File: src/rtl/ddr_maint_cmd_issuer_if.sv
// Maintenance handshake and DDR4 command-pin bundle between the controller and the issuer.
interface ddr_maint_cmd_issuer_if #(
  parameter int unsigned MRS_WIDTH = 18
);
  logic                 rw_proc;
  logic                 rw_active;
  logic                 refresh_rdy;
  logic                 mrs_update_rdy;
  logic [MRS_WIDTH-1:0] mrs_update_cmd;
  logic                 rw_idle;
  logic                 maint_busy;
  logic                 maint_cmd_valid;
  logic                 cs_n;
  logic                 act_n;
  logic                 ras_n;
  logic                 cas_n;
  logic                 we_n;
  logic [1:0]           bg;
  logic [1:0]           ba;
  logic [MRS_WIDTH-1:0] addr;
  logic                 req_overrun;

  modport slave (
    input  rw_proc, rw_active, refresh_rdy, mrs_update_rdy, mrs_update_cmd,
    output rw_idle, maint_busy, maint_cmd_valid, cs_n, act_n, ras_n, cas_n, we_n,
    output bg, ba, addr, req_overrun
  );

  modport master (
    output rw_proc, rw_active, refresh_rdy, mrs_update_rdy, mrs_update_cmd,
    input  rw_idle, maint_busy, maint_cmd_valid, cs_n, act_n, ras_n, cas_n, we_n,
    input  bg, ba, addr, req_overrun
  );
endinterface

File: src/rtl/ddr_maint_cmd_issuer.sv
// DDR4 maintenance issuer: drains the RW path, then PREA + REF and/or MRS with tRP/tRFC/tMOD.
// Define DDR_MAINT_STATS_EN to add 16-bit wrapping REF/MRS issue counters.
module ddr_maint_cmd_issuer #(
  parameter int unsigned MRS_WIDTH = 18,
  parameter int unsigned T_RP      = 13,
  parameter int unsigned T_RFC     = 260,
  parameter int unsigned T_MOD     = 24,
  parameter int unsigned T_DRAIN   = 16
) (
  input  logic                  i_clock_t,
  input  logic                  i_reset,
  ddr_maint_cmd_issuer_if.slave io_bus
`ifdef DDR_MAINT_STATS_EN
  ,
  output logic [15:0]           o_ref_count,
  output logic [15:0]           o_mrs_count
`endif
);

  localparam int unsigned TMaxA  = (T_RP > T_MOD) ? T_RP : T_MOD;
  localparam int unsigned TMax   = (T_RFC > TMaxA) ? T_RFC : TMaxA;
  localparam int unsigned WaitW  = $clog2(TMax + 1);
  localparam int unsigned DrainW = $clog2(T_DRAIN + 1);

  // {cs_n, act_n, ras_n, cas_n, we_n}
  localparam logic [4:0] CmdDes  = 5'b11111;
  localparam logic [4:0] CmdPrea = 5'b01010;
  localparam logic [4:0] CmdRef  = 5'b01001;
  localparam logic [4:0] CmdMrs  = 5'b01000;

  localparam logic [MRS_WIDTH-1:0] PreaAddr = {{(MRS_WIDTH-11){1'b0}}, 1'b1, 10'd0};

  typedef enum logic [2:0] {
    StIdle,
    StPrea,
    StWaitRp,
    StRef,
    StWaitRfc,
    StMrs,
    StWaitMod
  } state_e;

  state_e               r_state;
  logic [WaitW-1:0]     r_wait;
  logic [DrainW-1:0]    r_drain;
  logic                 r_ref_pend;
  logic                 r_mrs_pend;
  logic [MRS_WIDTH-1:0] r_mrs_op;
  logic                 r_overrun;
  logic [4:0]           r_cmd;
  logic [MRS_WIDTH-1:0] r_addr;

  logic w_drained;
  logic w_ref_clr;
  logic w_mrs_clr;

  assign w_drained = (r_drain == DrainW'(T_DRAIN));
  assign w_ref_clr = (r_state == StRef);
  assign w_mrs_clr = (r_state == StMrs);

  // Drain counter: any RW activity restarts the quiet window.
  always_ff @(posedge i_clock_t) begin
    if (i_reset) begin
      r_drain <= '0;
    end else if (io_bus.rw_proc || io_bus.rw_active) begin
      r_drain <= '0;
    end else if (!w_drained) begin
      r_drain <= r_drain + DrainW'(1);
    end
  end

  // Request capture; a repeat pulse while pending is recorded but never replaces the request.
  always_ff @(posedge i_clock_t) begin
    if (i_reset) begin
      r_ref_pend <= 1'b0;
      r_mrs_pend <= 1'b0;
      r_mrs_op   <= '0;
      r_overrun  <= 1'b0;
    end else begin
      r_ref_pend <= io_bus.refresh_rdy | (r_ref_pend & ~w_ref_clr);
      r_mrs_pend <= io_bus.mrs_update_rdy | (r_mrs_pend & ~w_mrs_clr);
      if (io_bus.mrs_update_rdy && !r_mrs_pend) begin
        r_mrs_op <= io_bus.mrs_update_cmd;
      end
      if ((io_bus.refresh_rdy && r_ref_pend) || (io_bus.mrs_update_rdy && r_mrs_pend)) begin
        r_overrun <= 1'b1;
      end
    end
  end

  // The wait counter is loaded on entry to each command state so the command cycle itself
  // counts toward tRP/tRFC/tMOD; the next command lands exactly T_x clocks later.
  always_ff @(posedge i_clock_t) begin
    if (i_reset) begin
      r_state <= StIdle;
      r_wait  <= '0;
      r_cmd   <= CmdDes;
      r_addr  <= '0;
    end else begin
      unique case (r_state)
        StIdle: begin
          r_cmd  <= CmdDes;
          r_addr <= '0;
          if ((r_ref_pend || r_mrs_pend) && w_drained) begin
            r_state <= StPrea;
            r_wait  <= WaitW'(T_RP - 1);
            r_cmd   <= CmdPrea;
            r_addr  <= PreaAddr;
          end
        end
        StPrea: begin
          r_state <= StWaitRp;
          r_wait  <= r_wait - WaitW'(1);
          r_cmd   <= CmdDes;
          r_addr  <= '0;
        end
        StWaitRp: begin
          if (r_wait == '0) begin
            if (r_ref_pend) begin
              r_state <= StRef;
              r_wait  <= WaitW'(T_RFC - 1);
              r_cmd   <= CmdRef;
              r_addr  <= '0;
            end else begin
              r_state <= StMrs;
              r_wait  <= WaitW'(T_MOD - 1);
              r_cmd   <= CmdMrs;
              r_addr  <= r_mrs_op;
            end
          end else begin
            r_wait <= r_wait - WaitW'(1);
          end
        end
        StRef: begin
          r_state <= StWaitRfc;
          r_wait  <= r_wait - WaitW'(1);
          r_cmd   <= CmdDes;
          r_addr  <= '0;
        end
        StWaitRfc: begin
          if (r_wait == '0) begin
            if (r_mrs_pend) begin
              r_state <= StMrs;
              r_wait  <= WaitW'(T_MOD - 1);
              r_cmd   <= CmdMrs;
              r_addr  <= r_mrs_op;
            end else begin
              r_state <= StIdle;
            end
          end else begin
            r_wait <= r_wait - WaitW'(1);
          end
        end
        StMrs: begin
          r_state <= StWaitMod;
          r_wait  <= r_wait - WaitW'(1);
          r_cmd   <= CmdDes;
          r_addr  <= '0;
        end
        StWaitMod: begin
          if (r_wait == '0) begin
            r_state <= StIdle;
          end else begin
            r_wait <= r_wait - WaitW'(1);
          end
        end
        default: begin
          r_state <= StIdle;
          r_wait  <= '0;
          r_cmd   <= CmdDes;
          r_addr  <= '0;
        end
      endcase
    end
  end

  assign io_bus.cs_n            = r_cmd[4];
  assign io_bus.act_n           = r_cmd[3];
  assign io_bus.ras_n           = r_cmd[2];
  assign io_bus.cas_n           = r_cmd[1];
  assign io_bus.we_n            = r_cmd[0];
  assign io_bus.bg              = 2'b00;
  assign io_bus.ba              = 2'b00;
  assign io_bus.addr            = r_addr;
  assign io_bus.maint_busy      = (r_state != StIdle);
  assign io_bus.maint_cmd_valid = (r_state != StIdle);
  assign io_bus.rw_idle         = w_drained && (r_state == StIdle);
  assign io_bus.req_overrun     = r_overrun;

`ifdef DDR_MAINT_STATS_EN
  logic [15:0] r_ref_count;
  logic [15:0] r_mrs_count;

  always_ff @(posedge i_clock_t) begin
    if (i_reset) begin
      r_ref_count <= '0;
      r_mrs_count <= '0;
    end else begin
      if (w_ref_clr) r_ref_count <= r_ref_count + 16'd1;
      if (w_mrs_clr) r_mrs_count <= r_mrs_count + 16'd1;
    end
  end

  assign o_ref_count = r_ref_count;
  assign o_mrs_count = r_mrs_count;
`endif

  // The controller must hold off RW grants until the maintenance sequence has finished.
  a_no_rw_grant_in_maint : assert property (
    @(posedge i_clock_t) disable iff (i_reset)
    (r_state != StIdle) |-> !$rose(io_bus.rw_proc)
  ) else $error("rw_proc rose during a maintenance sequence");

endmodule

File: src/flat_wrapper.sv
// flat-port wrapper written by rule: the top's interface ports become plain ports
module ddr_maint_cmd_issuer_flat 
#(
  parameter int unsigned MRS_WIDTH = 18,
  parameter int unsigned T_RP      = 13,
  parameter int unsigned T_RFC     = 260,
  parameter int unsigned T_MOD     = 24,
  parameter int unsigned T_DRAIN   = 16
)
  (i_clock_t, i_reset, io_bus_rw_proc, io_bus_rw_active, io_bus_refresh_rdy, io_bus_mrs_update_rdy, io_bus_mrs_update_cmd, io_bus_rw_idle, io_bus_maint_busy, io_bus_maint_cmd_valid, io_bus_cs_n, io_bus_act_n, io_bus_ras_n, io_bus_cas_n, io_bus_we_n, io_bus_bg, io_bus_ba, io_bus_addr, io_bus_req_overrun);
  ddr_maint_cmd_issuer_if #(.MRS_WIDTH(MRS_WIDTH)) io_bus_i ();
  input  logic i_clock_t;
  input  logic i_reset;
  input wire logic [$bits(io_bus_i.rw_proc)-1:0] io_bus_rw_proc;
  input wire logic [$bits(io_bus_i.rw_active)-1:0] io_bus_rw_active;
  input wire logic [$bits(io_bus_i.refresh_rdy)-1:0] io_bus_refresh_rdy;
  input wire logic [$bits(io_bus_i.mrs_update_rdy)-1:0] io_bus_mrs_update_rdy;
  input wire logic [$bits(io_bus_i.mrs_update_cmd)-1:0] io_bus_mrs_update_cmd;
  output wire logic [$bits(io_bus_i.rw_idle)-1:0] io_bus_rw_idle;
  output wire logic [$bits(io_bus_i.maint_busy)-1:0] io_bus_maint_busy;
  output wire logic [$bits(io_bus_i.maint_cmd_valid)-1:0] io_bus_maint_cmd_valid;
  output wire logic [$bits(io_bus_i.cs_n)-1:0] io_bus_cs_n;
  output wire logic [$bits(io_bus_i.act_n)-1:0] io_bus_act_n;
  output wire logic [$bits(io_bus_i.ras_n)-1:0] io_bus_ras_n;
  output wire logic [$bits(io_bus_i.cas_n)-1:0] io_bus_cas_n;
  output wire logic [$bits(io_bus_i.we_n)-1:0] io_bus_we_n;
  output wire logic [$bits(io_bus_i.bg)-1:0] io_bus_bg;
  output wire logic [$bits(io_bus_i.ba)-1:0] io_bus_ba;
  output wire logic [$bits(io_bus_i.addr)-1:0] io_bus_addr;
  output wire logic [$bits(io_bus_i.req_overrun)-1:0] io_bus_req_overrun;
  assign io_bus_i.rw_proc = io_bus_rw_proc;
  assign io_bus_i.rw_active = io_bus_rw_active;
  assign io_bus_i.refresh_rdy = io_bus_refresh_rdy;
  assign io_bus_i.mrs_update_rdy = io_bus_mrs_update_rdy;
  assign io_bus_i.mrs_update_cmd = io_bus_mrs_update_cmd;
  assign io_bus_rw_idle = io_bus_i.rw_idle;
  assign io_bus_maint_busy = io_bus_i.maint_busy;
  assign io_bus_maint_cmd_valid = io_bus_i.maint_cmd_valid;
  assign io_bus_cs_n = io_bus_i.cs_n;
  assign io_bus_act_n = io_bus_i.act_n;
  assign io_bus_ras_n = io_bus_i.ras_n;
  assign io_bus_cas_n = io_bus_i.cas_n;
  assign io_bus_we_n = io_bus_i.we_n;
  assign io_bus_bg = io_bus_i.bg;
  assign io_bus_ba = io_bus_i.ba;
  assign io_bus_addr = io_bus_i.addr;
  assign io_bus_req_overrun = io_bus_i.req_overrun;
  ddr_maint_cmd_issuer #(.MRS_WIDTH(MRS_WIDTH), .T_RP(T_RP), .T_RFC(T_RFC), .T_MOD(T_MOD), .T_DRAIN(T_DRAIN)) u_core (.i_clock_t(i_clock_t), .i_reset(i_reset), .io_bus(io_bus_i));
endmodule
File: config.mk
export PLATFORM = sky130hd
export DESIGN_NAME = ddr_maint_cmd_issuer_flat
export DESIGN_NICKNAME = d
export VERILOG_FILES = /design/src/rtl/ddr_maint_cmd_issuer_if.sv /design/src/rtl/ddr_maint_cmd_issuer.sv /design/src/flat_wrapper.sv
export SDC_FILE = /design/constraint.sdc
export NUM_CORES = 1
export LEC_CHECK = 0
export BUFFER_PORTS_ARGS = -buffer_cell sky130_fd_sc_hd__buf_2
export CAP_MARGIN = 25
export CORE_ASPECT_RATIO = 2
export CORE_MARGIN = 4
export CORE_UTILIZATION = 35
export CTS_BUF_LIST = sky130_fd_sc_hd__clkbuf_4
export CTS_CLUSTER_SIZE = 24
export DETAILED_ROUTE_END_ITERATION = 10
export PLACE_DENSITY = 0.62
export SYNTH_ARGS = -nofsm -noshare
export SYNTH_HDL_FRONTEND = slang
export SYNTH_SLANG_ARGS = --single-unit
File: constraint.sdc
create_clock -name i_clock_t -period 6.3 [get_ports i_clock_t]
set_clock_uncertainty 0.15 [all_clocks]
set_input_delay 1.26 -clock i_clock_t [delete_from_list [all_inputs] [get_ports i_clock_t]]
set_output_delay 1.26 -clock i_clock_t [all_outputs]
set_load 0.05 [all_outputs]
==> impl_metrics.env, run 1 <==
export IMPL_avgRoutedWirePerCell_um=13.9
export IMPL_post_cts_resized=0
export IMPL_p_clk_share_pct=40.6
export IMPL_cts_setup_buffers=0
export IMPL_grt_max_degree=38
export IMPL_clockBufferDepth=2
export IMPL_overflow=0
export IMPL_cts_sink_count=59
export IMPL_die_h_um=130
export IMPL_ant_nets=0
export IMPL_critPathMaxStageDelay_ns=0.62
export IMPL_combPwrFrac_pct=6.7
export IMPL_rsz0062_at_grt="no"
export IMPL_synth_top_area_share_pct=45.2
export IMPL_switching_power_uw=180
export IMPL_hold_viol=0
export IMPL_cts_root_buffer="clkbuf_4"
export IMPL_cp_num_buf_inv=1
export IMPL_crit_fanout=24
export IMPL_yosys_cell_count_top_type="dfxtp_1"
export IMPL_wl_met1_um=2340
export IMPL_drc_errors=0
export IMPL_hold_buffers=0
export IMPL_peakVddDrop_mv=0.125
export IMPL_areaGrowthSynthToFinish_pct=15.9
export IMPL_synthFlopType="dfxtp_1"
export IMPL_p_leak_uw=0.00121
export IMPL_seqPwrFrac_pct=52.7
export IMPL_cp_startpoint="u_core.r_state[0]"
export IMPL_drt_iter0_drc=97
export IMPL_rr_startpoint="u_core.r_state[0]"
export IMPL_vias=2222
export IMPL_synth_largest_area_cell="dfxtp_1"
export IMPL_dp_hpwl_um=4540
export IMPL_grt_antenna_before_repair=1
export IMPL_maxCapViolations=0
export IMPL_start_util_pct=35.9
export IMPL_crit_type="reg -> out"
export IMPL_arrival_ns=2.05
export IMPL_cp_top_family="simple AND/OR/NAND/NOR gates"
export IMPL_syn_area_um2=2610
export IMPL_min_from="u_core.r_mrs_op[14]"
export IMPL_synth_edf_count=0
export IMPL_synth_commonest_cells="dfxtp_1, nand2_1, a21oi_1"
export IMPL_crit_path_end_kind="primary output"
export IMPL_seq_area_frac_synth_pct=45.2
export IMPL_switching_share_pct=24.4
export IMPL_viasPerCell=5.05
export IMPL_yosysUniqueCellTypes=51
export IMPL_hold_class="reg -> reg"
export IMPL_place_congestion=0.850
export IMPL_dpl_cell_area_um2=2850
export IMPL_clock_fmax_ghz=0.289
export IMPL_setup_ws_ns=2.84
export IMPL_dieArea_um2=8990
export IMPL_yosysWarningCount=0
export IMPL_maxSlewViolCount=0
export IMPL_top_layer_used="met4"
export IMPL_worstMarginPinSlew_ns=0.897
export IMPL_min_period_over_period_pct=55.0
export IMPL_outcome="finished clean"
export IMPL_track_usage_pct=14.2
export IMPL_grt_pass1_vias=2126
export IMPL_drive_above_1_share_pct=22.8
export IMPL_cp_start_kind="flop"
export IMPL_relSlewSlack_pct=40.1
export IMPL_row_count=44
export IMPL_core_area_um2=7270
export IMPL_nets=369
export IMPL_synth_seq_cells=59
export IMPL_firstDrtPassIters=4
export IMPL_wl_met2_um=3350
export IMPL_clk_pin_slew_ns=0.10
export IMPL_io_buffers=49
export IMPL_cts_buffers_inserted=9
export IMPL_post_place_ws_ns=3.16
export IMPL_period_needed_ns=3.46
export IMPL_setup_violations=0
export IMPL_required_ns=4.89
export IMPL_clk_latency_ns=0.39
export IMPL_postRouteWirelength_um=6120
export IMPL_path_cells="or3_1 -> nor2_1 -> buf_2"
export IMPL_synth_area_leaders="dfxtp_1, nand2_1, a21oi_1, a22o_1, nor2_1"
export IMPL_dieWidth_um=69.1
export IMPL_final_area_um2=3030
export IMPL_ys_async_sr_fraction_pct=0
export IMPL_pwr_density_cell_nw_per_um2=244
export IMPL_internal_power_uw=558
export IMPL_ios=55
export IMPL_netlist_instances=303
export IMPL_setup_tns_ns=0
export IMPL_synth_area_per_cell_um2=8.62
export IMPL_critical_path_slowest_cell="or3_1"
export IMPL_grt_pass1_wl_um=10100
export IMPL_h_tree_depth=3
export IMPL_cts_tree="built"
export IMPL_dr_wl_met3_um=233
[power groups by stage]
| stage | Sequential [uW] | Clock, uW | Combinational [uW] |
|---|---|---|---|
| 2_1_floorplan | 397 | 0 | 37.9 |
| 3_3_place_gp | 397 | 0 | 49.5 |
| 3_5_place_dp | 398 | 0 | 50.1 |
| 4_1_cts | 389 | 307 | 50.2 |
| 5_1_grt | 390 | 325 | 55.9 |
| 6_report | 389 | 300 | 49.3 |
[cell families (layout without fill, tap and decap cells)]
kind of cell,after synthesis,in the layout,synth area share [%]
compound gates,83,83,22.2
simple gates,114,114,22.1
fa+ha+maj,3,3,1.44
xor+xnor,5,5,1.68
flops,59,59,45.2
other cells,2,6,0.288
mux,1,1,0.383
buf+inv,36,77,6.71
[through the flow]
stage	instances	hold slack, ns	power, uW	utilization (%)
after floorplan	306	0.286	435	-
after global placement	422	0.291	447	39.3
after detailed placement	422	0.298	448	39.3
after CTS	438	0.311	746	41.5
after global routing	440	0.329	771	41.6
final	440	0.311	738	41.6
[cell usage in the layout, fill, tap and decap left out, types with 2 or more instances in the layout]
| master | instances |
|---|---|
| a211oi_1 | 2 |
| a21oi_1 | 34 |
| a22o_1 | 17 |
| a31oi_1 | 6 |
| buf_2 | 49 |
| bufinv_16 | 2 |
| clkbuf_4 | 9 |
| clkinv_1 | 2 |
| clkinvlp_4 | 2 |
| conb_1 | 5 |
| dfxtp_1 | 59 |
| ha_1 | 3 |
| inv_1 | 9 |
| nand2_1 | 52 |
| nand2b_1 | 5 |
| nand3_1 | 8 |
| nand4_1 | 4 |
| nor2_1 | 23 |
| nor2b_1 | 2 |
| nor3_1 | 5 |
| o211ai_1 | 4 |
| o21ai_0 | 8 |
| or3_1 | 3 |
| xnor2_1 | 2 |
| xor2_1 | 3 |
[worst reg2reg max path, delay by kind of cell (launching register included)]
family           cells  cell delay [ns]
AO/OA/AOI/OAI        2             0.38
flip-flops           1             0.92
AND/OR/NAND/NOR      3             1.12
[registers in the layout, indices dropped and copies added (netlist names)]
| register | cells |
|---|---|
| u_core.r_ref_pend | 1 |
| u_core.io_bus.addr | 18 |
| u_core.r_cmd | 3 |
| u_core.io_bus.req_overrun | 1 |
| u_core.r_state | 3 |
| u_core.r_wait | 9 |
| u_core.r_drain | 5 |
| u_core.r_mrs_op | 18 |
| u_core.r_mrs_pend | 1 |
[path summary, 6_finish.rpt]
kind                                       endpoint  slack [ns]  depth (start not counted)
worst max-delay path                 io_bus_rw_idle        2.84                          3
worst min-delay path            u_core.r_mrs_op[14]        0.31                          2
worst max register to register     u_core.r_wait[6]        3.64                          5
worst min register to register  u_core.r_mrs_op[14]        0.31                          2
[per-layer routing]
layer | track usage, % | up-vias
li1 | - | 1135
met1 | 13.9 | 1023
met2 | 26.4 | 47
met3 | 4.09 | 17
met4 | 8.17 | 0
met5 | 0 | -
[layout make-up]
cell class	instances	area, um^2
Clock inverter	7	92.6
Antenna cell	1	2.50
Inverter	10	37.5
Tap cell	92	115
Timing Repair Buffer	51	264
Clock buffer	9	67.6
Fill cell	790	4240
Multi-Input combinational cell	211	1270
Sequential cell	59	1180
Power figures use the tool's default switching activity.
==> run 2, diff against run 1 <==
- PLACE_DENSITY: 0.62 -> 0.64
- clock period: 6.3 -> 3 ns (I/O delays scaled with it)
==> impl_metrics.env, run 2 (synthesis results as in run 1) <==
export IMPL_peakVddDrop_mv=0.229
export IMPL_cp_start_kind="flop"
export IMPL_overflow=0
export IMPL_outcome="finished clean"
export IMPL_cts_sink_count=59
export IMPL_viasPerCell=5.10
export IMPL_clk_pin_slew_ns=0.10
export IMPL_crit_type="reg -> out"
export IMPL_crit_path_end_kind="primary output"
export IMPL_grt_pass1_wl_um=10300
export IMPL_dp_hpwl_um=4450
export IMPL_io_buffers=49
export IMPL_hold_viol=0
export IMPL_track_usage_pct=14.5
export IMPL_p_leak_uw=0.00122
export IMPL_critPathMaxStageDelay_ns=0.54
export IMPL_avgRoutedWirePerCell_um=14.1
export IMPL_start_util_pct=35.9
export IMPL_path_cells="or3_1 -> nor2_1 -> buf_2"
export IMPL_utilization_pct=41.5
export IMPL_maxCapViolations=0
export IMPL_final_common_cell="dfxtp_1"
export IMPL_worstMarginPinSlew_ns=0.788
export IMPL_dpl_cell_area_um2=2880
export IMPL_hold_buffers=0
export IMPL_period_needed_ns=2.63
export IMPL_min_period_over_period_pct=87.7
export IMPL_postRouteWirelength_um=6230
export IMPL_clockBufferDepth=2
export IMPL_cts_buffers_inserted=9
export IMPL_layout_common_cells="dfxtp_1, nand2_1, buf_2"
export IMPL_required_ns=2.25
export IMPL_dieArea_um2=8990
export IMPL_relSlewSlack_pct=47.5
export IMPL_clk_latency_ns=0.43
export IMPL_clock_fmax_ghz=0.380
export IMPL_place_congestion=0.882
export IMPL_ant_nets=0
export IMPL_die_h_um=130
export IMPL_grt_pass1_vias=2166
export IMPL_rrSetupSlack_ns=0.52
export IMPL_grt_max_degree=38
export IMPL_holdWs_ns=0.249
export IMPL_post_cts_resized=0
export IMPL_areaGrowthSynthToFinish_pct=15.5
export IMPL_grt_antenna_before_repair=1
export IMPL_hold_class="in -> reg"
export IMPL_maxSlewViolCount=0
export IMPL_vias=2259
export IMPL_core_area_um2=7270
export IMPL_ios=55
export IMPL_cts_setup_buffers=0
export IMPL_setup_violations=0
export IMPL_rsz0062_at_grt="no"
export IMPL_post_place_ws_ns=0.584
export IMPL_setup_ws_ns=0.368
export IMPL_final_area_um2=3020
export IMPL_crit_fanout=16
export IMPL_cts_tree="built"
export IMPL_nets=372
export IMPL_row_count=44
export IMPL_critical_path_slowest_cell="or3_1"
export IMPL_arrival_ns=1.88
export IMPL_h_tree_depth=3
export IMPL_drt_iter0_drc=80
export IMPL_pwr_density_cell_nw_per_um2=489
export IMPL_setup_tns_ns=0
export IMPL_drc_errors=0
export IMPL_cts_root_buffer="clkbuf_4"
export IMPL_fill_cells=792
export IMPL_firstDrtPassIters=4
export IMPL_drive_above_1_share_pct=23.1
export IMPL_dieWidth_um=69.1
==> run 2: cell count changes in the layout (fill, tap and decap cells not counted) <==
cell / before / now
buf_6: 1 / 0
clkinv_1: 2 / 3
clkbuf_4: 9 / 10
bufinv_16: 2 / 1
clkinvlp_4: 2 / 0
buf_4: 1 / 5
clkinv_2: 1 / 2
==> run 2: critical path, delay by kind of cell, from the launching register on <==
family,cells,cell delay [ns]
buf+inv,1,0.28
flops,1,0.48
simple gates,2,0.69
==> run 2: area by class of cell <==
class                   count  area [um^2]  area share, %
clock inverters             6         56.3           1.87
inverters                  10         37.5           1.24
clock buffers              10         75.1           2.49
diodes                      1         2.50         0.0830
well taps                  92          115           3.82
multi-input cells         211         1270           42.0
repair buffers             54          283           9.37
flip-flops and latches     59         1180           39.2
==> run 2: stage by stage <==
| step | cells | total power [uW] |
|---|---|---|
| finish | 443 | 1470 |
| global route | 443 | 1540 |
| CTS | 442 | 1500 |
| detailed placement | 426 | 940 |
| global placement | 426 | 938 |
| floorplan | 306 | 913 |
==> run 2: worst paths after layout <==
kind                              from                   to  cells after the start
min          io_bus_mrs_update_cmd[16]  u_core.r_mrs_op[16]                      3
max reg2reg           u_core.r_wait[0]     u_core.r_wait[0]                      7
min reg2reg        u_core.r_mrs_op[17]  u_core.r_mrs_op[17]                      2
max                  u_core.r_state[1]       io_bus_rw_idle                      3
==> run 2: layer usage <==
layer	up-vias	share of wire, %	track usage, %
met1	1040	38	14.2
met3	15	4.6	3.01
li1	1143	-	-
met2	61	54	26.6
met4	0	3.1	10.5
met5	-	0	0
==> run 2: power by group <==
group	internal (uW)	switching (uW)
clock network	256	298
registers	801	14.1
logic	35.5	69.3
total	1090	381
==> run 3, diff against run 2 <==
- CORE_UTILIZATION: 35 -> 51
- GPL_TIMING_DRIVEN: default -> 1
- PLACE_DENSITY: 0.64 -> 0.85
==> impl_metrics.env, run 3 (synthesis results as in run 1) <==
export IMPL_p_clk_share_pct=36.6
export IMPL_vias=2300
export IMPL_cts_root_buffer="clkbuf_4"
export IMPL_crit_type="reg -> out"
export IMPL_dp_hpwl_um=4240
export IMPL_clockBufferDepth=2
export IMPL_drc_errors=0
export IMPL_critPathMaxStageDelay_ns=0.54
export IMPL_layout_common_cells="dfxtp_1, nand2_1, buf_2"
export IMPL_final_common_cell="dfxtp_1"
export IMPL_power_uw=1450
export IMPL_path_cells="or3_1 -> nor2_1 -> buf_2"
export IMPL_critical_path_slowest_cell="or3_1"
export IMPL_switching_share_pct=24.3
export IMPL_overflow=0
export IMPL_grt_antenna_before_repair=0
export IMPL_firstDrtPassIters=4
export IMPL_clk_latency_ns=0.40
export IMPL_switching_power_uw=354
export IMPL_maxCapViolations=0
export IMPL_nets=373
export IMPL_seqPwrFrac_pct=56.1
export IMPL_setup_violations=0
export IMPL_cts_sink_count=59
export IMPL_utilization_pct=60.6
export IMPL_post_place_ws_ns=0.651
export IMPL_hold_viol=0
export IMPL_crit_path_end_kind="primary output"
export IMPL_drive_above_1_share_pct=23.1
export IMPL_row_count=36
export IMPL_pwr_density_cell_nw_per_um2=489
export IMPL_period_needed_ns=2.59
export IMPL_hold_class="in -> reg"
export IMPL_start_util_pct=53.2
export IMPL_peakVddDrop_mv=0.379
export IMPL_areaGrowthSynthToFinish_pct=13.9
export IMPL_worstMarginPinSlew_ns=0.760
export IMPL_maxSlewViolCount=0
export IMPL_required_ns=2.25
export IMPL_drt_iter0_drc=52
export IMPL_cts_setup_buffers=0
export IMPL_ios=55
export IMPL_setup_tns_ns=0
export IMPL_dieWidth_um=58.6
export IMPL_io_buffers=49
export IMPL_combPwrFrac_pct=7.3
export IMPL_p_leak_uw=0.00123
export IMPL_hold_buffers=0
export IMPL_grt_max_degree=38
export IMPL_clock_fmax_ghz=0.386
export IMPL_crit_fanout=16
export IMPL_setup_ws_ns=0.410
export IMPL_track_usage_pct=20.7
export IMPL_die_h_um=109
export IMPL_min_period_over_period_pct=86.3
export IMPL_viasPerCell=5.65
export IMPL_postRouteWirelength_um=5930
export IMPL_cts_buffers_inserted=9
export IMPL_outcome="finished clean"
export IMPL_relSlewSlack_pct=49.3
export IMPL_core_area_um2=4910
export IMPL_arrival_ns=1.84
export IMPL_clk_pin_slew_ns=0.09
export IMPL_avgRoutedWirePerCell_um=14.6
export IMPL_cts_tree="built"
export IMPL_n_antenna_cell=0
export IMPL_cp_start_kind="flop"
export IMPL_grt_pass1_wl_um=10200
export IMPL_post_cts_resized=0
export IMPL_dieArea_um2=6400
export IMPL_rsz0062_at_grt="no"
export IMPL_place_congestion=0.882
export IMPL_h_tree_depth=3
export IMPL_grt_pass1_vias=2333
export IMPL_ant_nets=0
export IMPL_internal_power_uw=1100
run 3: power by group through the flow:
stage | registers, uW | logic (uW) | clock network, uW
detailed placement | 834 | 106 | 0
floorplan | 833 | 79.5 | 0
CTS | 815 | 106 | 551
global route | 818 | 120 | 581
global placement | 833 | 101 | 0
finish | 816 | 105 | 532
run 3: final cells by class:
cell class / instances / area (um^2)
repair buffers: 55 / 294
fillers: 433 / 1930
clock inverters: 4 / 42.5
inverters: 10 / 37.5
well taps: 57 / 71.3
flip-flops and latches: 59 / 1180
clock buffers: 11 / 82.6
multi-input cells: 211 / 1270
run 3: critical path, delay by kind of cell, from the launching register on:
family	cells	cell delay, ns
AND/OR/NAND/NOR	2	0.68
flip-flops	1	0.48
buffers and inverters	1	0.28
run 3: worst paths after layout:
path                                    startpoint            endpoint  slack [ns]  cells after the start
worst min-delay path            io_bus_refresh_rdy   u_core.r_ref_pend        0.28                      3
worst max register to register    u_core.r_wait[0]    u_core.r_wait[0]        0.60                      7
worst min register to register  u_core.r_mrs_op[4]  u_core.r_mrs_op[4]        0.31                      2
worst max-delay path             u_core.r_state[1]      io_bus_rw_idle        0.41                      3
run 3: metrics by stage:
stage / hold WS [ns] / cell area [um^2] / instances
global route: 0.261 / 2980 / 407
CTS: 0.240 / 2980 / 407
finish: 0.277 / 2980 / 407
global placement: 0.292 / 2840 / 391
detailed placement: 0.298 / 2850 / 392
floorplan: 0.286 / 2620 / 306
run 3: layer usage:
layer | vias up | global-route usage, % | part of all wire [%]
li1 | 1146 | - | -
met1 | 1080 | 20.4 | 38
met2 | 55 | 36.7 | 54
met3 | 19 | 4.86 | 4.3
met4 | 0 | 14.3 | 3.2
met5 | - | 0 | 0
